===== config.mk =====
export PLATFORM = sky130hd
export DESIGN_NAME = mul_writeback_flat
export DESIGN_NICKNAME = d
export VERILOG_FILES = /design/src/rtl/mul_writeback_if.sv /design/src/rtl/mul_writeback.sv /design/src/flat_wrapper.sv
export SDC_FILE = /design/constraint.sdc
export NUM_CORES = 1
export LEC_CHECK = 0
export BUFFER_PORTS_ARGS = -buffer_cell sky130_fd_sc_hd__buf_2
export CAP_MARGIN = 40
export CORE_ASPECT_RATIO = 1.2
export CORE_MARGIN = 2
export CORE_UTILIZATION = 40
export CTS_CLUSTER_DIAMETER = 150
export DETAILED_ROUTE_END_ITERATION = 8
export PLACE_DENSITY_LB_ADDON = 0.25
export SLEW_MARGIN = 20
export SYNTH_ARGS = -nofsm -noshare
export SYNTH_HDL_FRONTEND = slang
export SYNTH_SLANG_ARGS = --single-unit

===== constraint.sdc =====
create_clock -name clk -period 2 [get_ports clk]
set_input_delay 0.1 -clock clk [delete_from_list [all_inputs] [get_ports clk]]
set_output_delay 0.1 -clock clk [all_outputs]
set_load 0.03 [all_outputs]

===== src/rtl/mul_writeback_if.sv =====
// ---------------------------------------------------------------------------
// mul_writeback_if
//   Bundles the signals between the multiply/ALU execute side, the register
//   file write port and the mul_writeback stage.
//
//   Modports:
//     master : execute side / register file. Drives the multiply completion,
//              the ALU writeback request and (optionally) the forwarding read
//              addresses. Observes the register-file write port, stall and
//              ovf_err.
//     slave  : the mul_writeback stage itself.
//
//   Signals:
//     mul_done, mul_RW, mul_DA, product   multiply completion (one-cycle pulse)
//     alu_RW, alu_DA, alu_data            single-cycle ALU writeback request
//     wr_en, wr_addr, wr_data             merged register-file write port
//     stall                               product still pending
//     ovf_err                             sticky: multiply arrived while busy
//
//   Optional macro MUL_WB_FWD_EN adds the operand-forwarding signals
//   rd_addr_a/rd_addr_b (in), fwd_hit_a/fwd_hit_b and fwd_data_a/fwd_data_b
//   (out).
// ---------------------------------------------------------------------------
interface mul_writeback_if #(
  parameter int DW = 32,
  parameter int AW = 5
);
  logic            mul_done;
  logic            mul_RW;
  logic [AW-1:0]   mul_DA;
  logic [2*DW-1:0] product;

  logic            alu_RW;
  logic [AW-1:0]   alu_DA;
  logic [DW-1:0]   alu_data;

  logic            wr_en;
  logic [AW-1:0]   wr_addr;
  logic [DW-1:0]   wr_data;

  logic            stall;
  logic            ovf_err;

`ifdef MUL_WB_FWD_EN
  logic [AW-1:0]   rd_addr_a;
  logic [AW-1:0]   rd_addr_b;
  logic            fwd_hit_a;
  logic            fwd_hit_b;
  logic [DW-1:0]   fwd_data_a;
  logic [DW-1:0]   fwd_data_b;

  modport master (
    output mul_done, mul_RW, mul_DA, product,
    output alu_RW, alu_DA, alu_data,
    output rd_addr_a, rd_addr_b,
    input  wr_en, wr_addr, wr_data, stall, ovf_err,
    input  fwd_hit_a, fwd_hit_b, fwd_data_a, fwd_data_b
  );

  modport slave (
    input  mul_done, mul_RW, mul_DA, product,
    input  alu_RW, alu_DA, alu_data,
    input  rd_addr_a, rd_addr_b,
    output wr_en, wr_addr, wr_data, stall, ovf_err,
    output fwd_hit_a, fwd_hit_b, fwd_data_a, fwd_data_b
  );
`else
  modport master (
    output mul_done, mul_RW, mul_DA, product,
    output alu_RW, alu_DA, alu_data,
    input  wr_en, wr_addr, wr_data, stall, ovf_err
  );

  modport slave (
    input  mul_done, mul_RW, mul_DA, product,
    input  alu_RW, alu_DA, alu_data,
    output wr_en, wr_addr, wr_data, stall, ovf_err
  );
`endif

endinterface


===== src/rtl/mul_writeback.sv =====
// ---------------------------------------------------------------------------
// mul_writeback
//   Writeback stage sitting directly behind the multi-cycle multiplier.
//   When a multiply completes, the 2*DW-bit product and its destination are
//   captured; the product is then committed through the single register-file
//   write port as two DW-bit writes (low word to DA, high word to DA+1),
//   interleaved with the normal single-cycle ALU writeback stream. The ALU
//   always has priority on the port; a pending product simply waits.
//
//   Ports:
//     clk   rising-edge clock
//     rst   synchronous, active-high reset
//     bus   mul_writeback_if.slave:
//             in : mul_done, mul_RW, mul_DA, product, alu_RW, alu_DA, alu_data
//             out: wr_en, wr_addr, wr_data, stall, ovf_err
//
//   Parameters:
//     DW  data word width (product is 2*DW wide)
//     AW  register address width; register 0 is hardwired zero and never
//         written.
//
//   Optional macro MUL_WB_FWD_EN: adds operand forwarding of the held
//   product words to two read ports (rd_addr_a/b -> fwd_hit_a/b,
//   fwd_data_a/b). Without the macro the forwarding logic does not exist
//   and the core behaviour is unchanged.
// ---------------------------------------------------------------------------
module mul_writeback #(
  parameter int DW = 32,
  parameter int AW = 5
) (
  input logic           clk,
  input logic           rst,
  mul_writeback_if.slave bus
);

  typedef enum logic [1:0] {
    IDLE  = 2'd0,
    WR_LO = 2'd1,
    WR_HI = 2'd2
  } state_t;

  state_t        state_reg;
  logic [DW-1:0] lo_reg;
  logic [DW-1:0] hi_reg;
  logic [AW-1:0] da_lo_reg;
  logic [AW-1:0] da_hi_reg;
  logic          ovf_reg;

  // -------------------------------------------------------------------------
  // Control FSM and product holding registers.
  // The high-word destination is computed once at capture time; the add
  // wraps naturally at AW bits, so DA = 2**AW-1 sends the high word to R0,
  // where the R0 guard below suppresses it.
  // -------------------------------------------------------------------------
  always_ff @(posedge clk) begin
    if (rst) begin
      state_reg <= IDLE;
      lo_reg    <= '0;
      hi_reg    <= '0;
      da_lo_reg <= '0;
      da_hi_reg <= '0;
      ovf_reg   <= 1'b0;
    end else begin
      // A completion while a product is still pending cannot be held: it is
      // dropped and flagged; the in-flight product is left untouched.
      if (bus.mul_done && (state_reg != IDLE)) begin
        ovf_reg <= 1'b1;
      end

      case (state_reg)
        IDLE: begin
          // Capture even when the ALU uses the port this same cycle; the
          // product's first write can only happen next cycle anyway.
          if (bus.mul_done && bus.mul_RW) begin
            lo_reg    <= bus.product[DW-1:0];
            hi_reg    <= bus.product[2*DW-1:DW];
            da_lo_reg <= bus.mul_DA;
            da_hi_reg <= bus.mul_DA + AW'(1);
            state_reg <= WR_LO;
          end
        end
        WR_LO: begin
          if (!bus.alu_RW) begin
            state_reg <= WR_HI;
          end
        end
        WR_HI: begin
          if (!bus.alu_RW) begin
            state_reg <= IDLE;
          end
        end
        default: begin
          state_reg <= IDLE;
        end
      endcase
    end
  end

  // -------------------------------------------------------------------------
  // Write-port arbitration. ALU request wins whenever present; otherwise the
  // pending product word (if any) takes the port.
  // -------------------------------------------------------------------------
  logic          sel_req;
  logic [AW-1:0] sel_addr;
  logic [DW-1:0] sel_data;

  always_comb begin
    sel_req  = bus.alu_RW;
    sel_addr = bus.alu_DA;
    sel_data = bus.alu_data;
    case (state_reg)
      WR_LO: begin
        if (!bus.alu_RW) begin
          sel_req  = 1'b1;
          sel_addr = da_lo_reg;
          sel_data = lo_reg;
        end
      end
      WR_HI: begin
        if (!bus.alu_RW) begin
          sel_req  = 1'b1;
          sel_addr = da_hi_reg;
          sel_data = hi_reg;
        end
      end
      default: begin
      end
    endcase
  end

  // R0 is hardwired zero: a write aimed at it is squashed here, but the FSM
  // has already treated it as done. Reset also squashes the port so nothing
  // (ALU or abandoned product) is written during the reset cycle.
  assign bus.wr_en   = !rst && sel_req && (sel_addr != '0);
  assign bus.wr_addr = sel_addr;
  assign bus.wr_data = sel_data;

  assign bus.stall   = !rst && (state_reg != IDLE);
  assign bus.ovf_err = ovf_reg;

`ifdef MUL_WB_FWD_EN
  // -------------------------------------------------------------------------
  // Operand forwarding of the held product words. In WR_LO both words are
  // still unwritten; in WR_HI the low word is already in the register file,
  // so only the high-word destination may hit. Register 0 never forwards.
  // -------------------------------------------------------------------------
  logic [AW-1:0] rd_addr [2];

  assign rd_addr[0] = bus.rd_addr_a;
  assign rd_addr[1] = bus.rd_addr_b;

  for (genvar gi = 0; gi < 2; gi++) begin : g_fwd
    logic          hit;
    logic [DW-1:0] data;

    always_comb begin
      hit  = 1'b0;
      data = '0;
      if (rd_addr[gi] != '0) begin
        if ((state_reg == WR_LO) && (rd_addr[gi] == da_lo_reg)) begin
          hit  = 1'b1;
          data = lo_reg;
        end else if (((state_reg == WR_LO) || (state_reg == WR_HI)) &&
                     (rd_addr[gi] == da_hi_reg)) begin
          hit  = 1'b1;
          data = hi_reg;
        end
      end
    end
  end

  assign bus.fwd_hit_a  = g_fwd[0].hit;
  assign bus.fwd_data_a = g_fwd[0].data;
  assign bus.fwd_hit_b  = g_fwd[1].hit;
  assign bus.fwd_data_b = g_fwd[1].data;
`endif

endmodule

===== src/flat_wrapper.sv =====
// flat-port wrapper written by rule: the top's interface ports become plain ports
module mul_writeback_flat 
#(
  parameter int DW = 32,
  parameter int AW = 5
)
  (clk, rst, bus_mul_done, bus_mul_RW, bus_mul_DA, bus_product, bus_alu_RW, bus_alu_DA, bus_alu_data, bus_wr_en, bus_wr_addr, bus_wr_data, bus_stall, bus_ovf_err);
  mul_writeback_if #(.DW(DW), .AW(AW)) bus_i ();
  input logic clk;
  input logic rst;
  input wire logic [$bits(bus_i.mul_done)-1:0] bus_mul_done;
  input wire logic [$bits(bus_i.mul_RW)-1:0] bus_mul_RW;
  input wire logic [$bits(bus_i.mul_DA)-1:0] bus_mul_DA;
  input wire logic [$bits(bus_i.product)-1:0] bus_product;
  input wire logic [$bits(bus_i.alu_RW)-1:0] bus_alu_RW;
  input wire logic [$bits(bus_i.alu_DA)-1:0] bus_alu_DA;
  input wire logic [$bits(bus_i.alu_data)-1:0] bus_alu_data;
  output wire logic [$bits(bus_i.wr_en)-1:0] bus_wr_en;
  output wire logic [$bits(bus_i.wr_addr)-1:0] bus_wr_addr;
  output wire logic [$bits(bus_i.wr_data)-1:0] bus_wr_data;
  output wire logic [$bits(bus_i.stall)-1:0] bus_stall;
  output wire logic [$bits(bus_i.ovf_err)-1:0] bus_ovf_err;
  assign bus_i.mul_done = bus_mul_done;
  assign bus_i.mul_RW = bus_mul_RW;
  assign bus_i.mul_DA = bus_mul_DA;
  assign bus_i.product = bus_product;
  assign bus_i.alu_RW = bus_alu_RW;
  assign bus_i.alu_DA = bus_alu_DA;
  assign bus_i.alu_data = bus_alu_data;
  assign bus_wr_en = bus_i.wr_en;
  assign bus_wr_addr = bus_i.wr_addr;
  assign bus_wr_data = bus_i.wr_data;
  assign bus_stall = bus_i.stall;
  assign bus_ovf_err = bus_i.ovf_err;
  mul_writeback #(.DW(DW), .AW(AW)) u_core (.clk(clk), .rst(rst), .bus(bus_i));
endmodule

==> results of run 1 <==
[synthesized netlist by cell type (all sizes together)]
| cell type | count | share of area, % |
|---|---|---|
| nor2 | 12 | 1.4 |
| o21bai | 1 | 0.22 |
| nand2b | 1 | 0.18 |
| a211oi | 3 | 0.64 |
| a21boi | 1 | 0.22 |
| buf | 20 | 2.9 |
| clkbuf | 20 | 2.1 |
| nand2 | 177 | 19 |
| xor2 | 2 | 0.50 |
| ha | 6 | 2.1 |
| xnor2 | 1 | 0.25 |
| a22oi | 37 | 8.0 |
| o21ai | 38 | 5.4 |
| or3 | 1 | 0.18 |
| dfxtp | 77 | 44 |
| inv | 5 | 0.54 |
| mux2i | 2 | 0.57 |
| nand3 | 3 | 0.43 |
| a21oi | 75 | 11 |
| a31oi | 2 | 0.36 |
[cells by family after synthesis]
kind of cell	after synthesis
AND/OR/NAND/NOR	194
buffers and inverters	45
XOR/XNOR	3
multiplexers	2
flip-flops	77
adder cells (fa/ha/maj)	6
AO/OA/AOI/OAI	157
[placed cells by master, fill, tap and decap left out, drive strengths merged, types with 3 or more instances in the layout]
| master | count |
|---|---|
| nor2 | 12 |
| a21oi | 75 |
| dfxtp | 77 |
| ha | 6 |
| a211oi | 3 |
| buf | 161 |
| dlygate4sd3 | 46 |
| inv | 5 |
| clkbuf | 12 |
| a22oi | 37 |
| o21ai | 38 |
| nand2 | 177 |
| nand3 | 3 |
[worst max-delay path, stage by stage, from the launching register on]
cell and delay, ns:
dfxtp_2 0.40, inv_4 0.07, ha_4 0.18, buf_4 0.16, a22oi_2 0.16, a31oi_1 0.11, a21oi_1 0.13, a31oi_1 0.10
buf_4 0.18
[routing by layer]
layer	GRT usage (%)	vias to the layer above	part of all wire [%]
met3	2.80	16	5.1
met2	35.8	111	50
met5	0	-	0
met1	25.7	1755	42
li1	-	1979	-
met4	9.38	0	2.3
[power groups by stage]
stage	sequential, mW	combinational, mW	clock (mW)
after floorplan	1.85	1.91	0
after global placement	1.85	2.65	0
after detailed placement	1.86	2.71	0
after CTS	1.84	2.98	1.36
after global routing	1.87	3.32	1.43
final	1.85	3.08	1.33
[timing repair]
item                                    in CTS  in global routing
hold buffers                                45                  1
hold endpoints to repair                    45                  1
endpoints found under the setup margin      38                 36
pin swaps                                    1                  0
resized for setup                           27                 12
[area by class of cell]
class,instances,area (um2)
multi-input combinational,362,1840
tap,117,146
fill,840,3360
clock inverter,3,67.6
inverter,5,21.3
timing repair buffer,207,1380
clock buffer,12,165
sequential,77,1540
[final timing paths]
path                                                          to  slack [ns]                        startpoint
worst min register to register     u_core.lo_reg[3]$_SDFFE_PP0P_        0.45     u_core.lo_reg[3]$_SDFFE_PP0P_
worst max-delay path                                   bus_wr_en        0.06  u_core.state_reg[0]$_SDFFE_PP0P_
worst min-delay path              u_core.lo_reg[24]$_SDFFE_PP0P_        0.01                   bus_product[24]
worst max register to register  u_core.state_reg[1]$_SDFFE_PP0P_        0.36  u_core.state_reg[1]$_SDFFE_PP0P_
==> results.md, run 1 <==
- Finished Core Util: around three fifths
- Layout cells sized above 1: roughly 29%
- Hold path depth: 3
- Non-Filler Cell Area, Final: 0.00516 mm2
- Initial antenna violation count: 0
- Fin nets: 779
- Switching Fraction: between 40% and 50%
- First-pass GRT wire length: about 16 mm
- Slew headroom: between 70 and 80%
- CTS HTree Levels: 3
- Yosys reg bits: 77
- Core Box Area: roughly 0.0085 mm2
- Area fraction in compound gates after synthesis: roughly a quarter
- Yosys warns: 0
- DR WL/cell: about 13 um
- Row count: 37
- Worst reg-to-reg path cell count: 6
- Antenna diodes: 0
- Slew @ Worst Pin: ~0.39 ns
- Sum of negative setup slack: 0 ns
- Final Hold Fails: 0
- Clock-pin slew on the worst setup and hold paths: about 0.070 ns
- Drt first pass iters: 4
- P_int: 3.59 mW
- TritonCTS clock tree: built
- Comb power frac: about half
- Syn Std Cell Area: 0.00349 mm2
- Vias: 3,861
- Die Area: roughly 0.0095 mm2
- Largest net degree at the start of global routing: 77
- GPL Wtd Cong: between 0.8 and 0.9
- Crit start category: register
- Mean Syn Cell Area: approximately 7.2 um2
- Worst min path class: in2reg
- Syn Nets: between 600 and 700
- Post-layout min period: 1.94 ns
- Die span in y: between 100 and 150 um
- Pwr dens: roughly 1200 mW/mm2
- Crit. End Element: primary output
- Synth unique cells: 23
- Sequential share of power: 29.5%
- Initial core utilization: 41.0%
- Sequential-to-total area share from yosys stat: roughly 44%
- Global route overflow: 0
- Clock skew: 0.00372 ns
- Maxcap violations: 0
- GRT Resource Usage Total: between 20% and 30%
- Max Clk Rate: slightly above 0.5 GHz
- Post-synthesis mux area share: 0.573%
- Filler-free cell count of the finished design: about 800
- Average vias per placed instance: 4.93
- Final hold slack: between 0.01 and 0.015 ns
- Sink Count: 77
- Vias in the first global route: 3,568
- Final-report max-slew violation count: 0
- Critical Path Fanout Max: 7
- Final WS setup: about 0.063 ns
- Leak pwr: 2.15 nW
- IO Pins: 151
- Crit Path Class: reg2out
- Port Buffer Count: 150
- Clock power share: 21.2%
- Arr. time, crit path: ~1.8 ns
- Die Span X: roughly 89 um
- Main combinational cell family by area after synthesis: compound AO/OA/AOI/OAI gates
- DRC errors left: 0
- Fin crit share: between 90% and 100%
- Final Power: 6.25 mW
- Post-synthesis xor/xnor area fraction: less than 1%
- Iter 0 DRT Violations: about 210
- Endpoints failing setup: 0
- DP Worst Slack: around 0.21 ns
- Postcts setup bufs: 0
- Maximum VDD drop: about 0.89 mV
- Clock latency on the worst-skew pair: 0.34 ns
- RSZ-0062 raised after global routing: no
- Synth-to-layout area growth: 47.8%
- Post-Synth Adder-Cell Area: under 10%
- Placed cell area: around 0.0043 mm2
- Antenna Violating Nets Remaining: 0
- Clk buf depth: 2
- WL final: roughly 10 mm
- Status: finished, final reports clean
- Num CTS Buffers: 9
- Crit path required time: between 1.5 and 2 ns
- Clk root buf: clkbuf_8
- Post-Synth Simple-Gate Area: approximately a fifth
- DP Cell Count: slightly above 700
- Post-Synthesis Cells: roughly 480
- Switch Pwr: around 2.7 mW
- Half-perimeter wire length after placement: between 6 and 7 mm
Note: power is estimated with default switching activity, not from simulation.
==> run 2, diff against run 1 <==
BUFFER_PORTS_ARGS = -buffer_cell sky130_fd_sc_hd__buf_4   (was -buffer_cell sky130_fd_sc_hd__buf_2)
CORE_ASPECT_RATIO = unset   (was 1.2)
==> run 2 against run 1 <==
Effect of this change:
- maximum frequency decreased by 1.0%
- cell count increased by 0.89%
- count of clock-buffer cells in the layout decreased by 2
- register-to-register slack improved by 0.10 ns
- total power increased by 2.8%
- wire length increased by 7.4%
- clock power decreased by 23%
- non-clock buffer count increased by 15
- combinational power increased by 15%
- die area about the same
- sequential power about the same
- largest power group unchanged
- highest routed layer unchanged
==> results.md, run 2 (synthesized netlist as in run 1, its figures left out) <==
- Half-perimeter wire length after placement: 7.02 mm (+4.4%)
- RSZ-0062 raised after global routing: yes
- Register area: 0.00155 mm2 (+0.32%)
- Status: finished, final reports clean
- Average vias per placed instance: 5.01 (+1.5%)
- Maximum VDD drop: 0.610 mV (-32%)
- Die Area: 0.00949 mm2 (about the same)
- Hold path depth: 3 (unchanged)
- Sum of negative setup slack: 0 ns (unchanged)
- Core Box Area: 0.00859 mm2 (+0.88%)
- DR WL/cell: 13.9 um (+6.4%)
- Maxcap violations: 0 (unchanged)
- CTS HTree Levels: 3 (unchanged)
- Largest net degree at the start of global routing: 73 (-5.2%)
- Slew @ Worst Pin: 0.493 ns (+0.0980 ns)
- Final hold slack: 0.0142 ns (+0.00177 ns)
- Most common cell after layout, fill and taps aside: nand2_1
- DRC errors left: 0 (unchanged)
- GPL Wtd Cong: 0.811 (+0.40%)
- Initial antenna violation count: 0 (unchanged)
- Sink Count: 77 (unchanged)
- Non-Filler Cell Area, Final: 0.00563 mm2 (+9.1%)
- Iter 0 DRT Violations: 132 (-37%)
- TritonCTS clock tree: built
- WL final: 11.0 mm (+7.4%)
- Endpoints failing setup: 0 (unchanged)
- Final-report max-slew violation count: 0 (unchanged)
- Multi-input gate area: 0.00185 mm2 (+0.27%)
- Vias: 3,954 (+2.4%)
- Synth-to-layout area growth: 61.3%
- Filler-free cell count of the finished design: 790 (+0.89%)
- Clock skew: 0.00479 ns (+0.00108 ns)
- Worst min path class: in2reg
- Global route overflow: 0 (unchanged)
- Layout cells sized above 1: 29.9% (+1.1 points)
- GRT Resource Usage Total: 22.2% (+1.2 points)
- DP Cell Count: 715 (-0.97%)
- Clk root buf: clkbuf_8
- Drt first pass iters: 4 (unchanged)
- Slew headroom: 67.1% (-6.5 points)
- Final Hold Fails: 0 (unchanged)
- Crit. End Element: primary output
- Initial core utilization: 40.6% (-0.36 points)
- IO Pins: 151 (unchanged)
- Crit Path Class: reg2out
- Crit path required time: 1.90 ns (about the same)
- Die Span X: 97.4 um (+9.1%)
- Row count: 34 (-8.1%)
- Arr. time, crit path: 1.86 ns (+0.02 ns)
- Post-layout min period: 1.96 ns (+0.0203 ns)
- Most frequent cells in the layout: nand2_1 (176), buf_4 (161), dfxtp_1 (75)
- Max Clk Rate: 0.511 GHz (-1.0%)
- First-pass GRT wire length: 17.3 mm (+10%)
- Worst reg-to-reg path cell count: 6 (unchanged)
- Clock latency on the worst-skew pair: 0.35 ns (about the same)
- Antenna diodes: 0 (unchanged)
- Pwr dens: 1140 mW/mm2 (-5.8%)
- Die span in y: 97.4 um (-8.4%)
- Clock-pin slew on the worst setup and hold paths: 0.08 ns (about the same)
- Critical Path Fanout Max: 4 (-3)
- Placed cell area: 0.00473 mm2 (+9.3%)
- # fillers: 721 (-14%)
- Fin crit share: 97.9% (+1.0 points)
- Crit start category: register
- Num CTS Buffers: 9 (unchanged)
- Antenna Violating Nets Remaining: 0 (unchanged)
- Vias in the first global route: 3,723 (+4.3%)
- Port Buffer Count: 150 (unchanged)
- Leak pwr: 2.31 nW (+7.4%)
- Clk buf depth: 2 (unchanged)
- Fin nets: 794 (+1.9%)
run 2: cell types whose count changed in the layout (fill, tap and decap cells not counted), moves of 3 or more:
cell	before	now
clkinvlp_4	1	4
o21ai_1	1	14
dlygate4sd3_1	46	51
clkbuf_8	12	9
buf_12	3	6
o21ai_0	36	23
buf_2	139	0
buf_4	15	161
run 2: area by class of cell:
type | instances | area share (%)
well taps | 108 | 2.40
clock buffers | 10 | 2.27
flip-flops and latches | 77 | 27.5
clock inverters | 6 | 0.711
inverters | 5 | 0.378
multi-input cells | 362 | 32.8
repair buffers | 222 | 34.0
run 2: repair_timing:
item	4_1_cts	5_1_grt
pin swaps	1	6
endpoints found under the hold margin	50	1
cloned	1	0
gates resized for setup	20	25
hold buffers	50	1
setup buffers	0	7
endpoints found under the setup margin	38	38
run 2: per-stage QoR:
stage / setup slack [ns] / utilization [%] / power, mW
after floorplan: 0.0408 / - / 3.76
after global placement: 0.273 / 55.1 / 4.86
after detailed placement: 0.219 / 55.1 / 4.93
after CTS: 0.0198 / 64.1 / 6.20
after global routing: -0.0481 / 65.5 / 6.81
final: 0.0430 / 65.5 / 6.43
run 2: power breakdown:
part	internal, mW	leakage (nW)	switching, mW	total (mW)
Sequential	1.73	0.630	0.121	1.85
Clock	0.446	0.0743	0.573	1.02
Combinational	1.46	1.61	2.10	3.55
run 2: final timing paths:
path,from,endpoint,slack [ns]
max,u_core.state_reg[1]$_SDFFE_PP0P_,bus_wr_en,0.04
min,bus_product[29],u_core.lo_reg[29]$_SDFFE_PP0P_,0.01
max reg2reg,u_core.state_reg[1]$_SDFFE_PP0P_,u_core.state_reg[0]$_SDFFE_PP0P_,0.46
min reg2reg,u_core.hi_reg[30]$_SDFFE_PP0P_,u_core.hi_reg[30]$_SDFFE_PP0P_,0.46
run 2: layer usage:
| layer | vias to the layer above | global-route usage, % | part of all wire (%) |
|---|---|---|---|
| met2 | 127 | 38.2 | 50 |
| met5 | - | 0 | 0 |
| met3 | 8 | 4.17 | 5.6 |
| li1 | 2013 | - | - |
| met1 | 1806 | 27.9 | 44 |
| met4 | 0 | 7.69 | 1.0 |
run 2: worst max-delay path, cell delays in order (launching register included):
cell and delay, ns:
dfxtp_4 0.39, inv_4 0.06, ha_4 0.19, o21ai_4 0.20, nand2_4 0.10, buf_4 0.15, a21oi_2 0.15, a31oi_1 0.10
buf_4 0.17
